[src/rtl/ddr_test_pkg.sv]
// Shared definitions for the DDR test datapath: data width, checker states
// and the 32-bit-per-cycle PRBS31 step used by generator and checker alike.
package ddr_test_pkg;

  localparam int DATA_W = 32;

  typedef enum logic [1:0] {
    ST_IDLE  = 2'd0,
    ST_SEED  = 2'd1,
    ST_CHECK = 2'd2
  } chk_state_t;

  // Every next-state bit is a function of the old state only.
  function automatic logic [DATA_W-1:0] prbs31_step(input logic [DATA_W-1:0] d);
    logic [DATA_W-1:0] n;
    n[0] = d[24] ^ d[30];
    n[1] = d[0] ^ d[25] ^ d[28];
    n[2] = d[1] ^ d[26] ^ d[29];
    n[3] = d[2] ^ d[27] ^ d[30];
    for (int k = 4; k < DATA_W; k++) begin
      n[k] = d[k-4] ^ d[k-1];
    end
    return n;
  endfunction

endpackage

[src/rtl/ddr_popcount32.sv]
// Registered 32-bit population count, one cycle of latency.
module ddr_popcount32
  import ddr_test_pkg::*;
(
  input  logic              i_clk,
  input  logic              i_rst,
  input  logic [DATA_W-1:0] i_data,
  output logic [5:0]        o_cnt
);

  logic [5:0] w_sum;
  logic [5:0] r_cnt;

  always_comb begin
    w_sum = '0;
    for (int i = 0; i < DATA_W; i++) begin
      w_sum = w_sum + 6'(i_data[i]);
    end
  end

  always_ff @(posedge i_clk or posedge i_rst) begin
    if (i_rst) r_cnt <= '0;
    else       r_cnt <= w_sum;
  end

  assign o_cnt = r_cnt;

endmodule

[config.mk]
export PLATFORM = sky130hd
export DESIGN_NAME = ddr_popcount32
export DESIGN_NICKNAME = d
export VERILOG_FILES = /design/src/rtl/ddr_test_pkg.sv /design/src/rtl/ddr_popcount32.sv
export SDC_FILE = /design/constraint.sdc
export NUM_CORES = 1
export LEC_CHECK = 0
export CAP_MARGIN = 20
export CORE_MARGIN = 1
export CORE_UTILIZATION = 42
export DETAILED_ROUTE_END_ITERATION = 16
export GPL_TIMING_DRIVEN = 0
export PLACE_DENSITY = 0.8
export SLEW_MARGIN = 25
export SYNTH_ARGS = -nofsm -noshare
export SYNTH_HDL_FRONTEND = slang
export SYNTH_SLANG_ARGS = --single-unit
[constraint.sdc]
create_clock -name i_clk -period 0.8 [get_ports i_clk]
set_input_delay 0.16 -clock i_clk [delete_from_list [all_inputs] [get_ports i_clk]]
set_output_delay 0.16 -clock i_clk [all_outputs]
set_load 0.01 [all_outputs]
## Word-level counts from Yosys, hierarchy flattened

Index checks and enable logic that the tools add are counted.

- Bits of input ports: 34
- Output and inout bits: 6
- Logic and storage cells: 32
- Bits in registers: 6

- Add/subtract/negate cells: 31

Operators by type and width:

| operator | count |
|---|---|
| $add A6 B1 Y6 | 26 |
| $add A5 B1 Y6 | 1 |
| $add A4 B1 Y5 | 1 |
| $add A3 B1 Y4 | 1 |
| $add A2 B1 Y3 | 1 |
| $add A1 B1 Y2 | 1 |

## Logic depth before layout (Yosys ltp)

Gate-level depths: netlist of the first run.

- Depth after elaboration: 31
- Mapped depth: 16
- Mapped depth without buffers: 16

## Least setup slack after synthesis of the first run

No wires, ideal clock.

- Path kind: input to register
- From: input i_data[0]
- To: register r_cnt[4] (netlist: o_cnt[4])
- Slack: -3,496 ps
- Library setup time: 79 ps
- Path buffers: 0
- Data arrival time: 4,217 ps
- Data required time: 721 ps
- Cell stages on the path: 16
- Cell sequence: inv_1 fa_1 inv_1 fa_1 fa_1 fa_1 fa_1 inv_1 fa_1 inv_1 ha_1 inv_1 fa_1 nand2b_1 a21oi_2 xor2_1

- Longest elaborated chain between the ends: 31

RTL lines:

| what | RTL line | text |
|---|---|---|
| start, declared | ddr_popcount32.sv:7 | `input logic [DATA_W-1:0] i_data,` |
| $add A1 B1 Y2 | ddr_popcount32.sv:17 | `w_sum = w_sum + 6'(i_data[i]);` |
| $add A2 B1 Y3 | ddr_popcount32.sv:17 |  |
| $add A3 B1 Y4 | ddr_popcount32.sv:17 |  |
| $add A4 B1 Y5 | ddr_popcount32.sv:17 |  |
| $add A5 B1 Y6 | ddr_popcount32.sv:17 |  |
| $add A6 B1 Y6 (26 in series) | ddr_popcount32.sv:17 |  |
| via w_sum[4] | ddr_popcount32.sv:11 | `logic [5:0] w_sum;` |
| end signal, assigned | ddr_popcount32.sv:23 | `else r_cnt <= w_sum;` |
| end, declared | ddr_popcount32.sv:12 | `logic [5:0] r_cnt;` |

The timed path passes the listed nets, and every way through them passes these cells.

## Worst setup path after layout of the first run

Same ends and word-level chain as after synthesis.

==> results of run 1 <==
layer usage:
metal | share of wire | GRT usage | vias up
met5 | 0 | 0 | -
met4 | 0 | 0.0294 | 0
met3 | 0.048 | 0.0409 | 0
met2 | 0.62 | 0.308 | 25
met1 | 0.33 | 0.157 | 300
li1 | - | - | 308
cells in the mapped netlist:
| cell type | count | area (sq um) |
|---|---|---|
| o21ai_0 | 1 | 5.00 |
| a21oi_2 | 2 | 17.5 |
| nand2b_1 | 1 | 6.26 |
| xnor2_1 | 2 | 17.5 |
| ha_1 | 7 | 87.6 |
| fa_1 | 24 | 480 |
| dfrtp_1 | 6 | 150 |
| inv_1 | 31 | 116 |
| a21o_1 | 1 | 7.51 |
| nand2_1 | 2 | 7.51 |
| xor2_1 | 1 | 8.76 |
| nor2_1 | 2 | 7.51 |
stage by stage:
step                      hold slack (ns)  total power (W)  setup TNS (ns)  area [sq um]
final                               0.125          0.00616          -19.20          1330
after global routing                0.124          0.00692          -19.94          1330
after CTS                           0.123          0.00605          -19.38          1320
after detailed placement            0.406          0.00555          -24.81          1350
after global placement              0.373          0.00539          -24.28          1350
after floorplan                   -0.0490          0.00442          -19.08           927
critical path: stages:
cell	delay [ns]
buf_8	0.08
inv_8	0.02
fa_1	0.55
inv_2	0.05
fa_2	0.55
fa_1	0.44
fa_2	0.55
fa_1	0.40
inv_1	0.07
fa_1	0.41
inv_2	0.08
ha_4	0.14
inv_2	0.04
fa_2	0.35
nand2b_4	0.14
a21oi_2	0.12
xor2_1	0.16
timing repair:
item / 4_1_cts / 5_1_grt
endpoints found under the setup margin: 12 / 12
gates resized for setup: 86 / 7
pin swaps: 15 / 8
setup buffers: 1 / 0
logic make-up after synthesis:
| family | Yosys count |
|---|---|
| XOR/XNOR | 3 |
| AO/OA/AOI/OAI | 4 |
| AND/OR/NAND/NOR | 5 |
| buffers and inverters | 31 |
| flip-flops | 6 |
| adder cells (fa/ha/maj) | 31 |
worst paths after layout:
check / start / to / slack (ns) / cells after the start
worst min-delay path: i_rst / o_cnt[0] / 0.12 / 2
min in group i_clk: i_data[2] / o_cnt[0] / 0.60 / 2
max in group asynchronous: i_rst / o_cnt[5] / 0.48 / 2
worst max-delay path: i_data[0] / o_cnt[4] / -3.36 / 17
placed cells by master (no fill, tap or decap), types with 2 or more instances in the layout:
master           netlist  routed
a21oi_2                2       2
buf_2                  0      17
clkbuf_4               0       3
clkdlybuf4s50_1        0      18
dfrtp_1                6       6
fa_1                  24      19
fa_2                   0       5
ha_1                   7       6
inv_1                 31      23
inv_2                  0       7
nand2_1                2       2
nor2_1                 2       2
area by class of cell:
type / instances / area share
multi-input cells: 43 / 0.516
inverters: 31 / 0.0931
well taps: 27 / 0.0254
flip-flops and latches: 6 / 0.113
clock buffers: 3 / 0.0169
repair buffers: 40 / 0.236
power by group:
group,switching (W),leakage (nW),internal (W)
Sequential,0.0000261,0.0728,0.000541
Combinational,0.00263,0.593,0.00269
Clock,0.000101,0.0138,0.000169
Total,0.00276,0.680,0.00340
==> results.py, run 1 <==
metrics = {
    "run_status": {
        "status": "complete, but fails checks",
        "violations": "setup timing",
    },
    "synthesis": {
        "synth_top_family_by_area": "adder cells",
        "ys_ff_latch": 6,
        "yosysWarnings": 0,
        "synthSimpleGateAreaFrac": 0.0233,
        "netlist-cell-type-count": 12,
        "syn_area_per_cell_sq_um": 11.4,
        "synth-compound-area-share": 0.0329,
        "synth_fa_ha_area_frac": 0.623,
        "synthCells": 80,
        "seq_area_frac_synth": 0.165,
        "yosys.area_share.xor_xnor": 0.0288,
        "synthMuxAreaShare": 0,
        "syn_area_sq_um": 912,
        "synth_fp_nets": 145,
    },
    "setup_path": {
        "path_max_fanout": 2,
        "crit_path_end_kind": "flip-flop",
        "cp.arrival_ns": 4.32,
        "critPathKind": "in -> reg",
        "cp_data_required_time_ns": 0.96,
        "crit_path_start_kind": "input pin",
    },
    "timing": {
        "fmaxAchievable_mhz": 240,
        "slew_violations": 0,
        "setup_violations": 12,
        "timing.final.crit_share": 5.20,
        "relSlewSlack": 0.852,
        "hold_violations": 0,
        "tightestPinTransition_ns": 0.222,
        "timing.final.ws_setup_ns": -3.36,
        "rsz0062_at_grt": "true",
        "finalCriticalPeriod_ns": 4.16,
    },
    "flow_run": {
        "drv_cap": 0,
    },
    "clock_tree": {
        "cts.path.max_buffers": 2,
        "clockRootBuffer": "clkbuf_4",
        "numCtsBuffers": 3,
        "cts_tree": "done",
        "cts_max_level": 1,
        "cts.sink_count": 6,
        "clkTransAtPathRegs_ns": 0.04,
        "hold_buffers": 0,
    },
    "placed_design": {
        "gp_congestion": 0.665,
        "dpl.hpwl_um": 1450,
        "io_buffer_count": 39,
        "place_inst": 146,
        "place_ws_ns": -4.24,
    },
    "final_layout": {
        "multi_input_area_sq_um": 686,
        "nNetsFinal": 190,
        "seq_area_sq_um": 150,
        "diodes": 0,
        "nFillCells": 167,
        "layout-drive-gt1-share": 0.341,
        "largest_reg_flops": 6,
        "area_growth_pct": 45.8,
        "utilization": 0.664,
        "fin_cells": 150,
    },
    "grt": {
        "grt_pass1_vias": 702,
        "grt_overflow_total": 0,
        "antenna_found_initial": 0,
        "grtUsageTotal": 0.154,
        "grt_pass1_wl_um": 2730,
        "grt_max_degree": 7,
    },
    "detailed_routing": {
        "drtIter0Drc": 1,
        "drc_errors": 0,
        "routed_wl_um": 1550,
        "firstDrtPassIters": 2,
        "vias": 633,
        "detail-route-antenna-nets": 0,
        "wl_per_cell_um": 10.3,
        "viasPerCell": 4.22,
    },
    "floorplan": {
        "die_height_um": 48.6,
        "die_area_sq_um": 2360,
        "fp.dieW_um": 48.6,
        "rows": 16,
        "core_area_sq_um": 2000,
        "ios": 40,
        "start_util": 0.456,
    },
    "pwr": {
        "vdd_drop_max_mv": 3.46,
        "p_leak_nw": 0.680,
        "p_per_area_nw_per_um2": 4630,
    },
    "hold_path": {
        "hold_class": "in -> async",
    },
}
Power figures use the tool's default switching activity.
==> inputs of run 2 (changes only) <==
Settings changed: GPL_ROUTABILITY_DRIVEN set to 0, SLEW_MARGIN 25 to 20.
==> results of run 2 <==
Final layout, timing and power as in run 1 (identical DEF).
==> inputs of run 3 (changes only) <==
Settings changed: CORE_ASPECT_RATIO set to 1.75, CORE_UTILIZATION 42 to 29, PLACE_DENSITY 0.8 to 0.59, SKIP_LAST_GASP set to 1.
==> run 3 against run 2 <==
Net effect:
- the flow still finishes with violations (setup timing)
- setup slack lost 0.054 ns
- sequential share of layout area shrank 0.36 points
- sequential power is essentially flat
- final area grew 3.3%
- clock-buffer cell count is the same
- hold slack gained 0.026 ns
- die area grew 43%
- non-clock buffer count grew 1
- clock power grew 63%
- global-route usage shrank 4.8 points
- critical path depth is the same
- largest power group unchanged
==> results.py, run 3 (synthesis gave the netlist of run 1 again) <==
metrics = {
    "pwr": {
        "p_leak_nw": 0.695,
        "p_total_w": 0.00654,
        "p_per_area_nw_per_um2": 4760,
        "vdd_drop_max_mv": 2.88,
    },
    "setup_path": {
        "cp_cell_sequence": "buf_8 > inv_8 > fa_1 > inv_2 > fa_2 > fa_1 > fa_2 > fa_1 > inv_1 > fa_1 > inv_2 > ha_4 > inv_2 > fa_2 > nand2b_4 > a21oi_2 > xor2_1",
        "critPathKind": "in -> reg",
        "path_max_fanout": 2,
        "cp.arrival_ns": 4.35,
        "slowest_stage": "fa_2",
        "crit_path_max_incr_delay_ns": 0.55,
        "cp_common_cell": "fa_1",
        "cp_data_required_time_ns": 0.93,
        "crit_path_end_kind": "flip-flop",
        "crit_path_start_kind": "input pin",
        "crit_start": "i_data[0]",
    },
    "detailed_routing": {
        "vias": 669,
        "viasPerCell": 4.03,
        "wl_per_cell_um": 9.39,
        "routed_wl_um": 1560,
        "drtIter0Drc": 0,
        "firstDrtPassIters": 1,
        "detail-route-antenna-nets": 0,
        "drc_errors": 0,
    },
    "floorplan": {
        "core_area_sq_um": 2960,
        "start_util": 0.308,
        "die_area_sq_um": 3380,
        "fp.dieW_um": 44.4,
        "die_height_um": 76.2,
        "ios": 40,
        "rows": 26,
    },
    "run_status": {
        "status": "complete, but fails checks",
        "violations": "setup timing",
    },
    "timing": {
        "setup_violations": 12,
        "timing.final.ws_setup_ns": -3.42,
        "timing.final.crit_share": 5.27,
        "rsz0062_at_grt": "true",
        "fmaxAchievable_mhz": 237,
        "hold_violations": 0,
        "relSlewSlack": 0.855,
        "finalCriticalPeriod_ns": 4.22,
        "slew_violations": 0,
        "holdWs_ns": 0.151,
        "tightestPinTransition_ns": 0.217,
    },
    "grt": {
        "grt_overflow_total": 0,
        "grt_max_degree": 7,
        "grt_pass1_vias": 745,
        "antenna_found_initial": 0,
        "grt_pass1_wl_um": 2760,
        "grtUsageTotal": 0.106,
    },
    "final_layout": {
        "area_growth_pct": 50.6,
        "layout-drive-gt1-share": 0.339,
        "final_common_cell": "inv_1",
        "fin_cells": 166,
        "diodes": 0,
        "utilization": 0.464,
        "largest_reg_flops": 6,
        "final_cell_mix": "inv_1 (25), fa_1 (19), clkdlybuf4s50_1 (18), buf_2 (18)",
        "nNetsFinal": 191,
        "nFillCells": 283,
    },
    "clock_tree": {
        "numCtsBuffers": 3,
        "hold_buffers": 0,
        "cts.path.max_buffers": 2,
        "clockRootBuffer": "clkbuf_8",
        "cts.sink_count": 6,
        "cts_tree": "done",
        "clkTransAtPathRegs_ns": 0.03,
        "cts_max_level": 1,
    },
    "placed_design": {
        "place_inst": 161,
        "place_ws_ns": -4.23,
        "io_buffer_count": 39,
        "dpl.hpwl_um": 1440,
    },
    "hold_path": {
        "hold_class": "in -> async",
    },
    "flow_run": {
        "drv_cap": 0,
    },
}
-- run 3: final timing paths --
check / to / slack, ns / depth (start not counted)
max: o_cnt[4] / -3.42 / 17
min: o_cnt[2] / 0.15 / 2
max in group asynchronous: o_cnt[5] / 0.46 / 2
min in group i_clk: o_cnt[0] / 0.61 / 2
-- run 3: per-layer routing --
metal | routed length [um] | vias up | track usage
met5 | 0 | - | 0
met2 | 994 | 25 | 0.201
met3 | 97 | 2 | 0.0308
met4 | 12 | 0 | 0.0273
met1 | 454 | 334 | 0.103
li1 | - | 308 | -
-- run 3: where the power goes --
group	switching (W)	internal [W]	total [W]
Clock	0.000119	0.000322	0.000441
Combinational	0.00267	0.00287	0.00553
Sequential	0.0000257	0.000541	0.000567
Total	0.00281	0.00373	0.00654
-- run 3: area by class of cell --
class                      count  area [sq um]  share of cell area
multi-input combinational     43           686               0.499
timing repair buffer          41           320               0.233
sequential                     6           150               0.109
inverter                      31           124              0.0902
tap                           42          52.6              0.0383
clock buffer                   3          41.3              0.0301
-- run 3: critical path: cells and delay by family --
| family | cells | cell delay [ns] |
|---|---|---|
| AO/OA/AOI/OAI | 1 | 0.14 |
| XOR/XNOR | 1 | 0.17 |
| adder cells (fa/ha/maj) | 8 | 3.39 |
| buffers and inverters | 6 | 0.34 |
| AND/OR/NAND/NOR | 1 | 0.15 |
-- run 3: what timing repair did --
item / 4_1_cts / 5_1_grt
pin swaps: 17 / 12
cloned: 0 / 0
setup buffers: 1 / 1
setup endpoints to repair: 12 / 12
resized for setup: 88 / 5
-- run 3: stage by stage --
| step | setup TNS [ns] | cell area, sq um |
|---|---|---|
| 2_1_floorplan | -19.08 | 927 |
| 3_3_place_gp | -24.40 | 1370 |
| 3_5_place_dp | -24.74 | 1370 |
| 4_1_cts | -19.37 | 1360 |
| 5_1_grt | -20.07 | 1370 |
| 6_report | -19.25 | 1370 |
==> patch: new RTL, flow settings as in run 3 <==
Make the reset (`i_rst`) synchronous in one clocked block.
--- a/src/rtl/ddr_popcount32.sv
+++ b/src/rtl/ddr_popcount32.sv
@@ -18,7 +18,7 @@
     end
   end
 
-  always_ff @(posedge i_clk or posedge i_rst) begin
+  always_ff @(posedge i_clk) begin
     if (i_rst) r_cnt <= '0;
     else       r_cnt <= w_sum;
   end
Check against the original RTL: differs if i_rst is asserted again (counterexample within 4 cycles, from zero or initial values and one cycle with i_rst high); with i_rst held inactive, the same outputs for 10 cycles.
==> patch against run 3 <==
The run still ends with negative setup slack left; worst setup slack improved by 0.036 ns; sequential cell count did not move; power grew 6.7%; synthesized cell count rose by 3.8%; final area grew 2.5%; synthesized area down 0.55%; critical path depth did not move; wire length increased by 4.5%; critical endpoint is now o_cnt[4]; critical path type unchanged.
==> patch: results <==
{
  "status": "finished, violations left",
  "violations": "negative setup slack",
  "largest_reg_flops": 6,
  "ys_async_sr_fraction_pct": 0,
  "place_area_mm2": 0.001390,
  "grt_usage_pct": 11.90,
  "h-tree-depth": 1,
  "nNetsFinal": 194,
  "fillers": 283,
  "grt_max_degree": 7,
  "synth_cell_types": 16,
  "drive_above_1_share_pct": 38.58,
  "clockRootBuffer": "clkbuf_8",
  "cp_max_fo": 2,
  "drt-pass1-iter-count": 2,
  "n_antenna_cell": 0,
  "peakVddDrop_mv": 2.746,
  "synth_flop_cell": "dfxtp_1",
  "vias": 690,
  "finalWorstSetupSlack_ns": -3.380,
  "hold_path.class": "in -> reg",
  "grt_pass1_vias": 841,
  "synth_seq_area_share_pct": 13.24,
  "grt_pass1_wl_mm": 3.098,
  "cts_made_buffers": 3,
  "drt_iter0_drc": 7,
  "max_slew_margin_pct": 85.81,
  "syn-num-nets": 148,
  "clockBufferDepth": 2,
  "setup_viol": 6,
  "pre_cts_ws_ns": -4.203,
  "synth_area_leaders": "fa_1, dfxtp_1, inv_1",
  "io_buffers": 39,
  "routedWlPerCell_um": 9.633,
  "antenna_found_initial": 0,
  "p_leak_nw": 0.6858,
  "worstPathArrival_ns": 4.33,
  "place_hpwl_mm": 1.458,
  "clk_pin_slew_worst_paths_ns": 0.04,
  "yosys_warnings": 0,
  "yosys-top-cells-count": "inv_1, fa_1, ha_1"
}
[patch: metrics by stage]
step,std cells,TNS (ns)
after CTS,169,-19.13
after floorplan,83,-19.09
after global placement,164,-24.33
after global routing,169,-19.76
after detailed placement,164,-24.59
final,169,-18.93
[patch: worst paths after layout]
path	from	end	slack (ns)	depth (start not counted)
worst max-delay path	i_data[1]	o_cnt[4]	-3.38	17
worst min-delay path	i_rst	o_cnt[1]	0.62	2
[patch: per-layer routing]
metal  track usage [%]  share of wire, %
met1             10.51                31
met3             3.081               6.0
met2             23.68                63
met4             3.636                 0
met5                 0                 0
[patch: final cells by class]
class	count	area [um^2]	share of cell area [%]
Multi-Input combinational cell	48	744.5	52.89
Timing Repair Buffer	41	331.6	23.56
Sequential cell	6	121.4	8.622
Inverter	29	116.4	8.267
Tap cell	42	52.55	3.733
Clock buffer	3	41.29	2.933
[patch: repair_timing]
item,CTS,global route
pin swaps,18,10
gates resized for setup,86,10
endpoints found under the setup margin,12,12
setup buffers,2,0
[patch: logic make-up after synthesis]
logic type / after synthesis / share of synthesized area [%]
AOI/OAI and AO/OA: 4 / 3.035
and+or+nand+nor: 11 / 7.034
DFF: 6 / 13.24
xor gates and xnor gates: 1 / 0.9657
adders and majority gates: 31 / 62.62
buffers and inverters: 29 / 12.00
muxes: 1 / 1.103
[patch: power by group]
group | switching, W | internal [W]
Combinational | 0.00296 | 0.00310
Sequential | 0.0000227 | 0.000453
Clock | 0.000119 | 0.000322
[patch: worst max-delay path, stage by stage]
cell and delay (ns):
buf_6 0.07, inv_2 0.03, fa_1 0.54, inv_2 0.04
fa_2 0.55, fa_1 0.44, fa_2 0.47, fa_1 0.52
inv_1 0.05, fa_1 0.44, inv_2 0.08, ha_4 0.13
inv_2 0.03, fa_2 0.33, nand2b_4 0.15, a21oi_4 0.11
mux2i_1 0.18
